`config.mk`:
```
export PLATFORM = sky130hd
export DESIGN_NAME = ysyx_23060203_lsu_flat
export DESIGN_NICKNAME = d
export VERILOG_FILES = /design/src/rtl/ysyx_23060203_lsu_pkg.sv /design/src/rtl/ysyx_23060203_lsu_if.sv /design/src/rtl/ysyx_23060203_lsu_align.sv /design/src/rtl/ysyx_23060203_lsu.sv /design/src/flat_wrapper.sv
export SDC_FILE = /design/constraint.sdc
export NUM_CORES = 1
export LEC_CHECK = 0
export ABC_CLOCK_PERIOD_IN_PS = 2200
export CAP_MARGIN = 15
export CORE_ASPECT_RATIO = 1.75
export CORE_UTILIZATION = 40
export CTS_BUF_LIST = sky130_fd_sc_hd__clkbuf_16
export DETAILED_ROUTE_END_ITERATION = 7
export PLACE_DENSITY = 0.75
export SKIP_LAST_GASP = 1
export SYNTH_ARGS = -nofsm -noshare
export SYNTH_HDL_FRONTEND = slang
export SYNTH_SLANG_ARGS = --single-unit
export TNS_END_PERCENT = 30
```
`constraint.sdc`:
```
create_clock -name clk -period 2.2 [get_ports clk]
set_input_delay 0.44 -clock clk [delete_from_list [all_inputs] [get_ports clk]]
set_output_delay 0.44 -clock clk [all_outputs]
set_load 0.005 [all_outputs]
```
`src/rtl/ysyx_23060203_lsu_pkg.sv`:
```
// rtl/ysyx_23060203_lsu_pkg.sv - shared constants, FSM states and width decode for the LSU
package ysyx_23060203_lsu_pkg;

    localparam int MEM_W = 32;

    localparam logic [2:0] LSU_B  = 3'b000;
    localparam logic [2:0] LSU_H  = 3'b001;
    localparam logic [2:0] LSU_W  = 3'b010;
    localparam logic [2:0] LSU_BU = 3'b100;
    localparam logic [2:0] LSU_HU = 3'b101;

    typedef enum logic [1:0] {
        LSU_IDLE,
        LSU_REQ,
        LSU_WAIT,
        LSU_DONE
    } lsu_state_e;

    typedef enum logic [1:0] {
        SZ_BYTE,
        SZ_HALF,
        SZ_WORD
    } lsu_size_e;

    // Reserved funct3 codes fall into the word case.
    function automatic lsu_size_e lsu_size(input logic [2:0] func);
        case (func)
            LSU_B, LSU_BU: lsu_size = SZ_BYTE;
            LSU_H, LSU_HU: lsu_size = SZ_HALF;
            LSU_W:         lsu_size = SZ_WORD;
            default:       lsu_size = SZ_WORD;
        endcase
    endfunction

endpackage

```
`src/rtl/ysyx_23060203_lsu_if.sv`:
```
// rtl/ysyx_23060203_lsu_if.sv - word-addressed memory bus between the LSU (master) and memory (slave)
interface ysyx_23060203_lsu_if;
    import ysyx_23060203_lsu_pkg::*;

    logic             bus_req_valid;
    logic             bus_req_ready;
    logic             bus_req_wen;
    logic [MEM_W-1:0] bus_req_addr;
    logic [MEM_W-1:0] bus_req_wdata;
    logic [3:0]       bus_req_wstrb;
    logic             bus_resp_valid;
    logic             bus_resp_ready;
    logic [MEM_W-1:0] bus_resp_rdata;
    logic             bus_resp_err;

    modport master (
        output bus_req_valid, bus_req_wen, bus_req_addr, bus_req_wdata, bus_req_wstrb,
        output bus_resp_ready,
        input  bus_req_ready, bus_resp_valid, bus_resp_rdata, bus_resp_err
    );

    modport slave (
        input  bus_req_valid, bus_req_wen, bus_req_addr, bus_req_wdata, bus_req_wstrb,
        input  bus_resp_ready,
        output bus_req_ready, bus_resp_valid, bus_resp_rdata, bus_resp_err
    );

endinterface

```
`src/rtl/ysyx_23060203_lsu_align.sv`:
```
// rtl/ysyx_23060203_lsu_align.sv - store lane shift/strobes, load extract/extend, misalign flag
// Misalign detection only when YSYX_23060203_LSU_MISALIGN_CHK_EN is defined.
module ysyx_23060203_lsu_align
    import ysyx_23060203_lsu_pkg::*;
(
    input  logic [2:0]       func_i,
    input  logic [1:0]       addr_lo_i,
    input  logic [MEM_W-1:0] wdata_i,
    input  logic [MEM_W-1:0] rdata_i,
    output logic [3:0]       wstrb_o,
    output logic [MEM_W-1:0] wdata_o,
    output logic [MEM_W-1:0] rdata_o,
    output logic             misalign_o
);

    lsu_size_e   size;
    logic [7:0]  byte_sel;
    logic [15:0] half_sel;
    logic        sext;

    assign size = lsu_size(func_i);
    assign sext = ~func_i[2];

    always_comb begin
        byte_sel = rdata_i[7:0];
        case (addr_lo_i)
            2'd0: byte_sel = rdata_i[7:0];
            2'd1: byte_sel = rdata_i[15:8];
            2'd2: byte_sel = rdata_i[23:16];
            2'd3: byte_sel = rdata_i[31:24];
            default: byte_sel = rdata_i[7:0];
        endcase
        half_sel = addr_lo_i[1] ? rdata_i[31:16] : rdata_i[15:0];
    end

    always_comb begin
        wstrb_o = 4'b1111;
        wdata_o = wdata_i;
        rdata_o = rdata_i;
        case (size)
            SZ_BYTE: begin
                wstrb_o = 4'b0001 << addr_lo_i;
                wdata_o = {24'b0, wdata_i[7:0]} << {addr_lo_i, 3'b000};
                rdata_o = {{24{sext & byte_sel[7]}}, byte_sel};
            end
            SZ_HALF: begin
                wstrb_o = 4'b0011 << {addr_lo_i[1], 1'b0};
                wdata_o = {16'b0, wdata_i[15:0]} << {addr_lo_i[1], 4'b0000};
                rdata_o = {{16{sext & half_sel[15]}}, half_sel};
            end
            default: begin
                wstrb_o = 4'b1111;
                wdata_o = wdata_i;
                rdata_o = rdata_i;
            end
        endcase
    end

`ifdef YSYX_23060203_LSU_MISALIGN_CHK_EN
    assign misalign_o = ((size == SZ_HALF) && addr_lo_i[0]) ||
                        ((size == SZ_WORD) && (addr_lo_i != 2'b00));
`else
    assign misalign_o = 1'b0;
`endif

endmodule

```
`src/rtl/ysyx_23060203_lsu.sv`:
```
// rtl/ysyx_23060203_lsu.sv - multi-cycle load/store unit: IDLE/REQ/WAIT/DONE over a valid/ready bus
// Optional misaligned-access trap under YSYX_23060203_LSU_MISALIGN_CHK_EN.
module ysyx_23060203_lsu
    import ysyx_23060203_lsu_pkg::*;
(
    input  logic                     clk,
    input  logic                     rst_n,
    input  logic                     in_valid_i,
    output logic                     in_ready_o,
    input  logic                     in_ren_i,
    input  logic                     in_wen_i,
    input  logic [2:0]               in_func_i,
    input  logic [MEM_W-1:0]         in_addr_i,
    input  logic [MEM_W-1:0]         in_wdata_i,
    output logic                     out_valid_o,
    input  logic                     out_ready_i,
    output logic [MEM_W-1:0]         out_rdata_o,
    output logic                     out_err_o,
    ysyx_23060203_lsu_if.master      bus
);

    lsu_state_e       state_q;
    logic [2:0]       func_q;
    logic [1:0]       addr_lo_q;
    logic             wen_q;
    logic             in_ready_q;
    logic             out_valid_q;
    logic [MEM_W-1:0] out_rdata_q;
    logic             out_err_q;
    logic             req_valid_q;
    logic             req_wen_q;
    logic [MEM_W-1:0] req_addr_q;
    logic [MEM_W-1:0] req_wdata_q;
    logic [3:0]       req_wstrb_q;
    logic             resp_ready_q;

    logic [2:0]       sel_func;
    logic [1:0]       sel_addr_lo;
    logic [3:0]       al_wstrb;
    logic [MEM_W-1:0] al_wdata;
    logic [MEM_W-1:0] al_rdata;
    logic             al_misalign;
    logic             mem_op;

    // In IDLE the aligner looks at the incoming request (strobes, misalign);
    // afterwards it looks at the latched op for load extraction.
    assign sel_func    = (state_q == LSU_IDLE) ? in_func_i       : func_q;
    assign sel_addr_lo = (state_q == LSU_IDLE) ? in_addr_i[1:0]  : addr_lo_q;
    assign mem_op      = in_ren_i | in_wen_i;

    ysyx_23060203_lsu_align u_align (
        .func_i     (sel_func),
        .addr_lo_i  (sel_addr_lo),
        .wdata_i    (in_wdata_i),
        .rdata_i    (bus.bus_resp_rdata),
        .wstrb_o    (al_wstrb),
        .wdata_o    (al_wdata),
        .rdata_o    (al_rdata),
        .misalign_o (al_misalign)
    );

    always_ff @(posedge clk or negedge rst_n) begin
        if (!rst_n) begin
            state_q      <= LSU_IDLE;
            func_q       <= 3'b000;
            addr_lo_q    <= 2'b00;
            wen_q        <= 1'b0;
            in_ready_q   <= 1'b1;
            out_valid_q  <= 1'b0;
            out_rdata_q  <= '0;
            out_err_q    <= 1'b0;
            req_valid_q  <= 1'b0;
            req_wen_q    <= 1'b0;
            req_addr_q   <= '0;
            req_wdata_q  <= '0;
            req_wstrb_q  <= 4'b0000;
            resp_ready_q <= 1'b0;
        end else begin
            case (state_q)
                LSU_IDLE: begin
                    if (in_valid_i) begin
                        func_q     <= in_func_i;
                        addr_lo_q  <= in_addr_i[1:0];
                        wen_q      <= in_wen_i;
                        in_ready_q <= 1'b0;
                        if (mem_op && !al_misalign) begin
                            req_valid_q <= 1'b1;
                            req_wen_q   <= in_wen_i;
                            req_addr_q  <= {in_addr_i[MEM_W-1:2], 2'b00};
                            req_wstrb_q <= in_wen_i ? al_wstrb : 4'b1111;
                            req_wdata_q <= in_wen_i ? al_wdata : '0;
                            state_q     <= LSU_REQ;
                        end else begin
                            // No-op or trapped misaligned access: bypass the bus.
                            out_valid_q <= 1'b1;
                            out_rdata_q <= '0;
                            out_err_q   <= mem_op & al_misalign;
                            state_q     <= LSU_DONE;
                        end
                    end
                end
                LSU_REQ: begin
                    if (bus.bus_req_ready) begin
                        req_valid_q  <= 1'b0;
                        resp_ready_q <= 1'b1;
                        state_q      <= LSU_WAIT;
                    end
                end
                LSU_WAIT: begin
                    if (bus.bus_resp_valid) begin
                        resp_ready_q <= 1'b0;
                        out_valid_q  <= 1'b1;
                        out_rdata_q  <= wen_q ? '0 : al_rdata;
                        out_err_q    <= bus.bus_resp_err;
                        state_q      <= LSU_DONE;
                    end
                end
                LSU_DONE: begin
                    if (out_ready_i) begin
                        out_valid_q <= 1'b0;
                        in_ready_q  <= 1'b1;
                        state_q     <= LSU_IDLE;
                    end
                end
                default: state_q <= LSU_IDLE;
            endcase
        end
    end

    assign in_ready_o  = in_ready_q;
    assign out_valid_o = out_valid_q;
    assign out_rdata_o = out_rdata_q;
    assign out_err_o   = out_err_q;

    assign bus.bus_req_valid  = req_valid_q;
    assign bus.bus_req_wen    = req_wen_q;
    assign bus.bus_req_addr   = req_addr_q;
    assign bus.bus_req_wdata  = req_wdata_q;
    assign bus.bus_req_wstrb  = req_wstrb_q;
    assign bus.bus_resp_ready = resp_ready_q;

endmodule
```
`src/flat_wrapper.sv`:
```
// flat-port wrapper written by rule: the top's interface ports become plain ports
module ysyx_23060203_lsu_flat import ysyx_23060203_lsu_pkg::*;
  (clk, rst_n, in_valid_i, in_ready_o, in_ren_i, in_wen_i, in_func_i, in_addr_i, in_wdata_i, out_valid_o, out_ready_i, out_rdata_o, out_err_o, bus_bus_req_valid, bus_bus_req_wen, bus_bus_req_addr, bus_bus_req_wdata, bus_bus_req_wstrb, bus_bus_resp_ready, bus_bus_req_ready, bus_bus_resp_valid, bus_bus_resp_rdata, bus_bus_resp_err);
  ysyx_23060203_lsu_if bus_i ();
  input  logic clk;
  input  logic rst_n;
  input  logic in_valid_i;
  output logic in_ready_o;
  input  logic in_ren_i;
  input  logic in_wen_i;
  input  logic [2:0] in_func_i;
  input  logic [MEM_W-1:0] in_addr_i;
  input  logic [MEM_W-1:0] in_wdata_i;
  output logic out_valid_o;
  input  logic out_ready_i;
  output logic [MEM_W-1:0] out_rdata_o;
  output logic out_err_o;
  output wire logic [$bits(bus_i.bus_req_valid)-1:0] bus_bus_req_valid;
  output wire logic [$bits(bus_i.bus_req_wen)-1:0] bus_bus_req_wen;
  output wire logic [$bits(bus_i.bus_req_addr)-1:0] bus_bus_req_addr;
  output wire logic [$bits(bus_i.bus_req_wdata)-1:0] bus_bus_req_wdata;
  output wire logic [$bits(bus_i.bus_req_wstrb)-1:0] bus_bus_req_wstrb;
  output wire logic [$bits(bus_i.bus_resp_ready)-1:0] bus_bus_resp_ready;
  input wire logic [$bits(bus_i.bus_req_ready)-1:0] bus_bus_req_ready;
  input wire logic [$bits(bus_i.bus_resp_valid)-1:0] bus_bus_resp_valid;
  input wire logic [$bits(bus_i.bus_resp_rdata)-1:0] bus_bus_resp_rdata;
  input wire logic [$bits(bus_i.bus_resp_err)-1:0] bus_bus_resp_err;
  assign bus_bus_req_valid = bus_i.bus_req_valid;
  assign bus_bus_req_wen = bus_i.bus_req_wen;
  assign bus_bus_req_addr = bus_i.bus_req_addr;
  assign bus_bus_req_wdata = bus_i.bus_req_wdata;
  assign bus_bus_req_wstrb = bus_i.bus_req_wstrb;
  assign bus_bus_resp_ready = bus_i.bus_resp_ready;
  assign bus_i.bus_req_ready = bus_bus_req_ready;
  assign bus_i.bus_resp_valid = bus_bus_resp_valid;
  assign bus_i.bus_resp_rdata = bus_bus_resp_rdata;
  assign bus_i.bus_resp_err = bus_bus_resp_err;
  ysyx_23060203_lsu u_core (.clk(clk), .rst_n(rst_n), .in_valid_i(in_valid_i), .in_ready_o(in_ready_o), .in_ren_i(in_ren_i), .in_wen_i(in_wen_i), .in_func_i(in_func_i), .in_addr_i(in_addr_i), .in_wdata_i(in_wdata_i), .out_valid_o(out_valid_o), .out_ready_i(out_ready_i), .out_rdata_o(out_rdata_o), .out_err_o(out_err_o), .bus(bus_i));
endmodule
```
# Word level (Yosys, flattened, before mapping)
# Cells that the tools add are included.
# totals
ff_bits	112
# classes
eq_ne	16
n_shift	4
n_mux	40
bitwise_logic	4
reduce_logical	19
# ops
cell	n
$pmux W32 S2	3
$mux W32	5
$pmux W8 S4	1
$shl A16 B5 Y32	1
$shl A8 B5 Y32	1
$mux W16	1
$mux W1	14
$mux W2	6
$reduce_and A4 Y1	3
$ne A2 B2 Y1 const B	5
$reduce_and A3 Y1	3
$eq A2 B2 Y1 const B	4
$pmux W1 S2	4
$pmux W2 S4	1
$pmux W4 S2	1
$reduce_bool A2 Y1	4
$eq A2 B1 Y1 const B	3
$eq A3 B3 Y1 const B	2
$logic_not A2 Y1	3
$reduce_and A5 Y1	1
$mux W4	1
$pmux W2 S2	1
$reduce_or A2 Y1	2
$shl A1 B2 Y4 const A	1
other kinds (11)	12

# Logic depth before layout (Yosys ltp)
# logic_depth
depth_word	10
depth_mapped	11

# Hierarchy
# From an unflattened synthesis, not the netlist that was laid out.
# unflattened
hier_cells	588
hier_area_um2	5620.4
# by_module_without_submodules
module	instances	cells_each	area_per_inst_um2
ysyx_23060203_lsu	1	421	4436.8
ysyx_23060203_lsu_align	1	167	1183.6

# Least setup slack after synthesis
# Ideal clock, no wire load.
# synth_path
kind	register -> register
from	reg u_core.state_q[0]
to	reg u_core.out_rdata_q[23], in the netlist u_core.out_rdata_o[23]
setup_time_ns	0.122
arrival_ns	2.153
required_ns	2.078
setup_slack_ns	-0.074
path_stages_with_launch	11
synth_period_minus_slack_ns	2.274
path_cell_list	dfrtp_1 inv_1 ha_1 buf_2 mux2_2 mux2i_1 nor2b_1 buf_2 o21ai_2 buf_2 a32o_1
# synth_between
elab_chain_cells	10
# synth_lines
element	line	rtl
start, declared	ysyx_23060203_lsu.sv:22	lsu_state_e state_q;
start signal, assigned	ysyx_23060203_lsu.sv:64	state_q <= LSU_IDLE;
start signal, assigned	ysyx_23060203_lsu.sv:92	state_q <= LSU_REQ;
start signal, assigned	ysyx_23060203_lsu.sv:98	state_q <= LSU_DONE;
$logic_not A2 Y1	ysyx_23060203_lsu.sv:47, ysyx_23060203_lsu.sv:48, ysyx_23060203_lsu.sv:79	
$mux W3	ysyx_23060203_lsu.sv:47	assign sel_func = (state_q == LSU_IDLE) ? in_func_i : func_q;
$eq A3 B1 Y1 (tied with other cells)	ysyx_23060203_lsu_pkg.sv:27	case (func)
$reduce_or A2 Y1	ysyx_23060203_lsu_pkg.sv:27	
$pmux W2 S2	ysyx_23060203_lsu_pkg.sv:27	
$eq A2 B1 Y1 / $logic_not A2 Y1 (equally long branches)	ysyx_23060203_lsu_align.sv:40	case (size)
$pmux W32 S2	ysyx_23060203_lsu_align.sv:40	
$mux W32	ysyx_23060203_lsu.sv:113	out_rdata_q <= wen_q ? '0 : al_rdata;
$mux W32	ysyx_23060203_lsu.sv:110	if (bus.bus_resp_valid) begin
$pmux W32 S2	ysyx_23060203_lsu.sv:79	case (state_q)
end signal, assigned	ysyx_23060203_lsu.sv:113	
end, declared	ysyx_23060203_lsu.sv:28	logic [MEM_W-1:0] out_rdata_q;
# Several ways; a longest one is shown, not always the timed one. The select of a mux whose other input is x is not followed.
# A chain may end at the register's enable or synchronous reset.

# Worst setup path after layout
# layout_path
from	in in_valid_i
to	reg u_core.out_rdata_q[0], in the netlist u_core.out_rdata_o[0]
# layout_between
elab_chain_cells	2
# layout_lines
element	line	rtl
start, declared	flat_wrapper.sv:7	input logic in_valid_i;
$ne A2 B2 Y1 (no source line)	n/a	
$reduce_and A4 Y1 (no source line)	n/a	
# No other way between the ends.

==> impl_metrics.py <==
metrics = {
    "logic_synthesis": {
        "synth_area_leaders": "dfrtp_1 51%, nand2_1 12%, o21ai_0 4.4%",
        "synth_seq_cells": 112,
        "syn_inst": 581,
        "yosys.area.top_type": "dfrtp_1",
        "synth.top_cell.area_share_pct": 51.2,
        "yosysSeqAreaShare_pct": 51.6,
        "synth.avg_cell_area_um2": 9.34,
        "ys_async_sr_fraction_pct": 100,
        "yosysWarnings": 0,
        "synth.most_common_cell": "nand2_1",
        "synth_edf_count": 0,
        "synth_ff_type": "dfrtp_1",
        "synth_common_cells": "172 x nand2_1, 111 x dfrtp_1, 48 x o21ai_0, 28 x nor2_1, 26 x clkbuf_1",
        "ys_types": 50,
        "syn_area_mm2": 0.00543,
    },
    "final_layout": {
        "finish.utilization_pct": 62.7,
        "layoutNonFillerInstCount": 989,
        "antenna_cells": 0,
        "syn_to_final_growth_pct": 53.8,
        "drive_above_1_share_pct": 10.6,
        "multiInputGateArea_mm2": 0.00245,
        "stdcell_area_mm2": 0.00835,
        "regArea_mm2": 0.00280,
        "final.fill_count": 1112,
        "finalNetCount": 922,
    },
    "drt": {
        "drt_iter0_drc": 478,
        "drt-wirelength-per-cell_um": 18.4,
        "via_per_inst": 5.68,
        "drc": 0,
        "firstDrtPassIters": 6,
        "vias": 5619,
        "met3_length_um": 1320,
        "wl_met1_um": 6060,
        "wl_met2_um": 9820,
        "top_layer": "met4",
        "wirelength_um": 18200,
        "postRouteAntennaNets": 0,
    },
    "floorplanning": {
        "core_area_mm2": 0.0133,
        "io_pins": 214,
        "die_area_mm2": 0.0141,
        "die_x_um": 90.1,
        "die_h_um": 156,
        "row_count": 56,
        "initial_core_util_pct": 40.8,
    },
    "grt": {
        "grt_overflow": 0,
        "grt_pass1_wl_um": 29200,
        "antenna_found_initial": 0,
        "grt_max_degree": 47,
        "grt_pass1_vias": 5878,
        "grt_usage_pct": 26.3,
    },
    "clock_network": {
        "cts-root-buf": "clkbuf_16",
        "clk_pin_slew_ns": 0.08,
        "cts.sinks": 112,
        "cts_buffers": 9,
        "cts-htree-levels": 3,
        "clk_path_buf_depth": 2,
        "clk_latency_ns": 0.35,
        "cts_tree": "yes",
    },
    "setup_path": {
        "cp_data_arrival_time_ns": 2.42,
        "crit_path_start_kind": "primary input",
        "crit_path_end_kind": "register",
        "path_class": "primary input to register",
        "reg2reg_to": "u_core.out_rdata_o[0]",
        "r2r-start": "u_core.state_q[0]",
        "r2r_setup_slack_ns": 0.07,
        "ff2ff_path_depth": 8,
        "worstPathMaxFanout": 16,
        "required_ns": 2.45,
    },
    "timing": {
        "tightest_slew_ns": 0.976,
        "hold_viol": 3,
        "timing.fmax_mhz": 461,
        "relSlewSlack_pct": 34.7,
        "finClkSkew_ns": 0.0105,
        "min_period_over_period_pct": 98.6,
        "min_period_ns": 2.17,
        "setup_viol": 0,
        "whs_ns": -0.00271,
        "grt_setup_unrepaired": "yes",
        "report.final.slew_viol_count": 0,
    },
    "place": {
        "dp_hpwl_um": 14100,
        "gp_congestion": 0.972,
        "place_area_mm2": 0.00801,
        "dp.cells": 971,
        "port_buffers": 211,
    },
    "run_status": {
        "run_status": "finished, violations left",
        "violations": "negative hold slack",
    },
    "power": {
        "finalPower_uw": 10700,
        "p_leak_uw": 0.00357,
        "max-vdd-ir-drop_v": 0.000617,
        "p_per_area_mw_per_mm2": 1280,
    },
    "worst_hold_path": {
        "min_path_type": "primary input to async pin",
    },
    "job": {
        "maxCapViolCount": 0,
    },
}
[report_power, final]
group          internal, uW  switching (uW)  total [uW]
clock                   780             774        1550
combinational          3010            2800        5810
sequential             2840             518        3360
total                  6640            4090       10700
[worst max-delay path by stage]
stage	slack, ns	start	endpoint
6_report	0.03	in_valid_i	u_core.out_rdata_o[0]
5_1_grt	-0.05	u_core.state_q[1]	u_core.out_rdata_o[7]
4_1_cts	-0.04	u_core.state_q[1]	u_core.out_rdata_o[7]
3_5_place_dp	-0.34	in_valid_i	u_core.out_rdata_o[13]
3_3_place_gp	-0.29	in_valid_i	u_core.out_rdata_o[0]
2_1_floorplan	-0.002	u_core.state_q[0]	u_core.bus.bus_req_addr[10]
[cell families (layout without fill, tap and decap cells)]
| group | Yosys count | in the layout | share of synthesized area, % |
|---|---|---|---|
| flops | 112 | 112 | 51.6 |
| simple gates | 227 | 227 | 17.5 |
| compound gates | 173 | 173 | 23.0 |
| fa+ha+maj | 4 | 4 | 0.922 |
| other cells | 1 | 2 | 0.0691 |
| mux | 15 | 15 | 2.93 |
| buf+inv | 49 | 282 | 3.96 |
[worst max-delay path: stages]
cell and delay [ns]:
clkdlybuf4s50_1 0.48, or3b_1 0.37, a211o_1 0.35, nor3b_4 0.22
buf_12 0.17, o221ai_1 0.12, o31ai_1 0.26
[cells in the final DEF, fill, tap and decap left out, types with 4 or more instances in the layout]
cell,instances
a211oi_1,16
a21oi_1,9
a221o_1,8
a222oi_1,8
a22oi_1,8
a31oi_1,19
a32o_1,16
a32oi_1,8
and3_1,6
buf_12,7
buf_4,45
clkbuf_16,9
clkdlybuf4s50_1,210
dfrtp_1,111
inv_1,4
mux2_2,6
mux2i_1,8
nand2_1,172
nand2b_1,5
nor2_1,25
o21a_1,10
o21ai_0,47
o221ai_1,6
[what timing repair did]
| item | CTS | global route |
|---|---|---|
| setup endpoints to repair | 26 | 65 |
| cloned | 0 | 0 |
| gates resized for setup | 3 | 5 |
| setup buffers | 1 | 1 |
| hold buffers | 0 | 0 |
| pin swaps | 1 | 0 |
[per-layer routing]
| metal | GRT usage (%) | up-vias |
|---|---|---|
| li1 | - | 2556 |
| met2 | 48.7 | 299 |
| met1 | 25.8 | 2682 |
| met5 | 0 | - |
| met4 | 17.6 | 0 |
| met3 | 5.90 | 82 |
[final cells by class]
cell class                      instances  area share [%]
Inverter                                4           0.180
Sequential cell                       112            33.6
Timing Repair Buffer                  262            30.9
Tap cell                              174            2.61
Clock buffer                            9            2.70
Clock inverter                          7           0.644
Multi-Input combinational cell        421            29.4
[sequential cells by signal, indices dropped and copies added (netlist names)]
register	count
u_core.out_valid_o	1
u_core.bus.bus_resp_ready	1
u_core.bus.bus_req_wstrb	4
u_core.addr_lo_q	2
u_core.bus.bus_req_wdata	32
u_core.out_err_o	1
u_core.wen_q	1
u_core.bus.bus_req_wen	1
u_core.func_q	3
u_core.bus.bus_req_addr	30
u_core.bus.bus_req_valid	1
u_core.in_ready_o	1
u_core.out_rdata_o	32
u_core.state_q	2
[stage by stage]
step	worst slack, ns	TNS, ns
final	0.0312	0
after global routing	-0.0520	-0.286
after CTS	-0.0359	-0.0380
after detailed placement	-0.344	-8.92
after global placement	-0.287	-6.92
after floorplan	-0.00201	-0.0720
(Power assumes the default switching activity.)
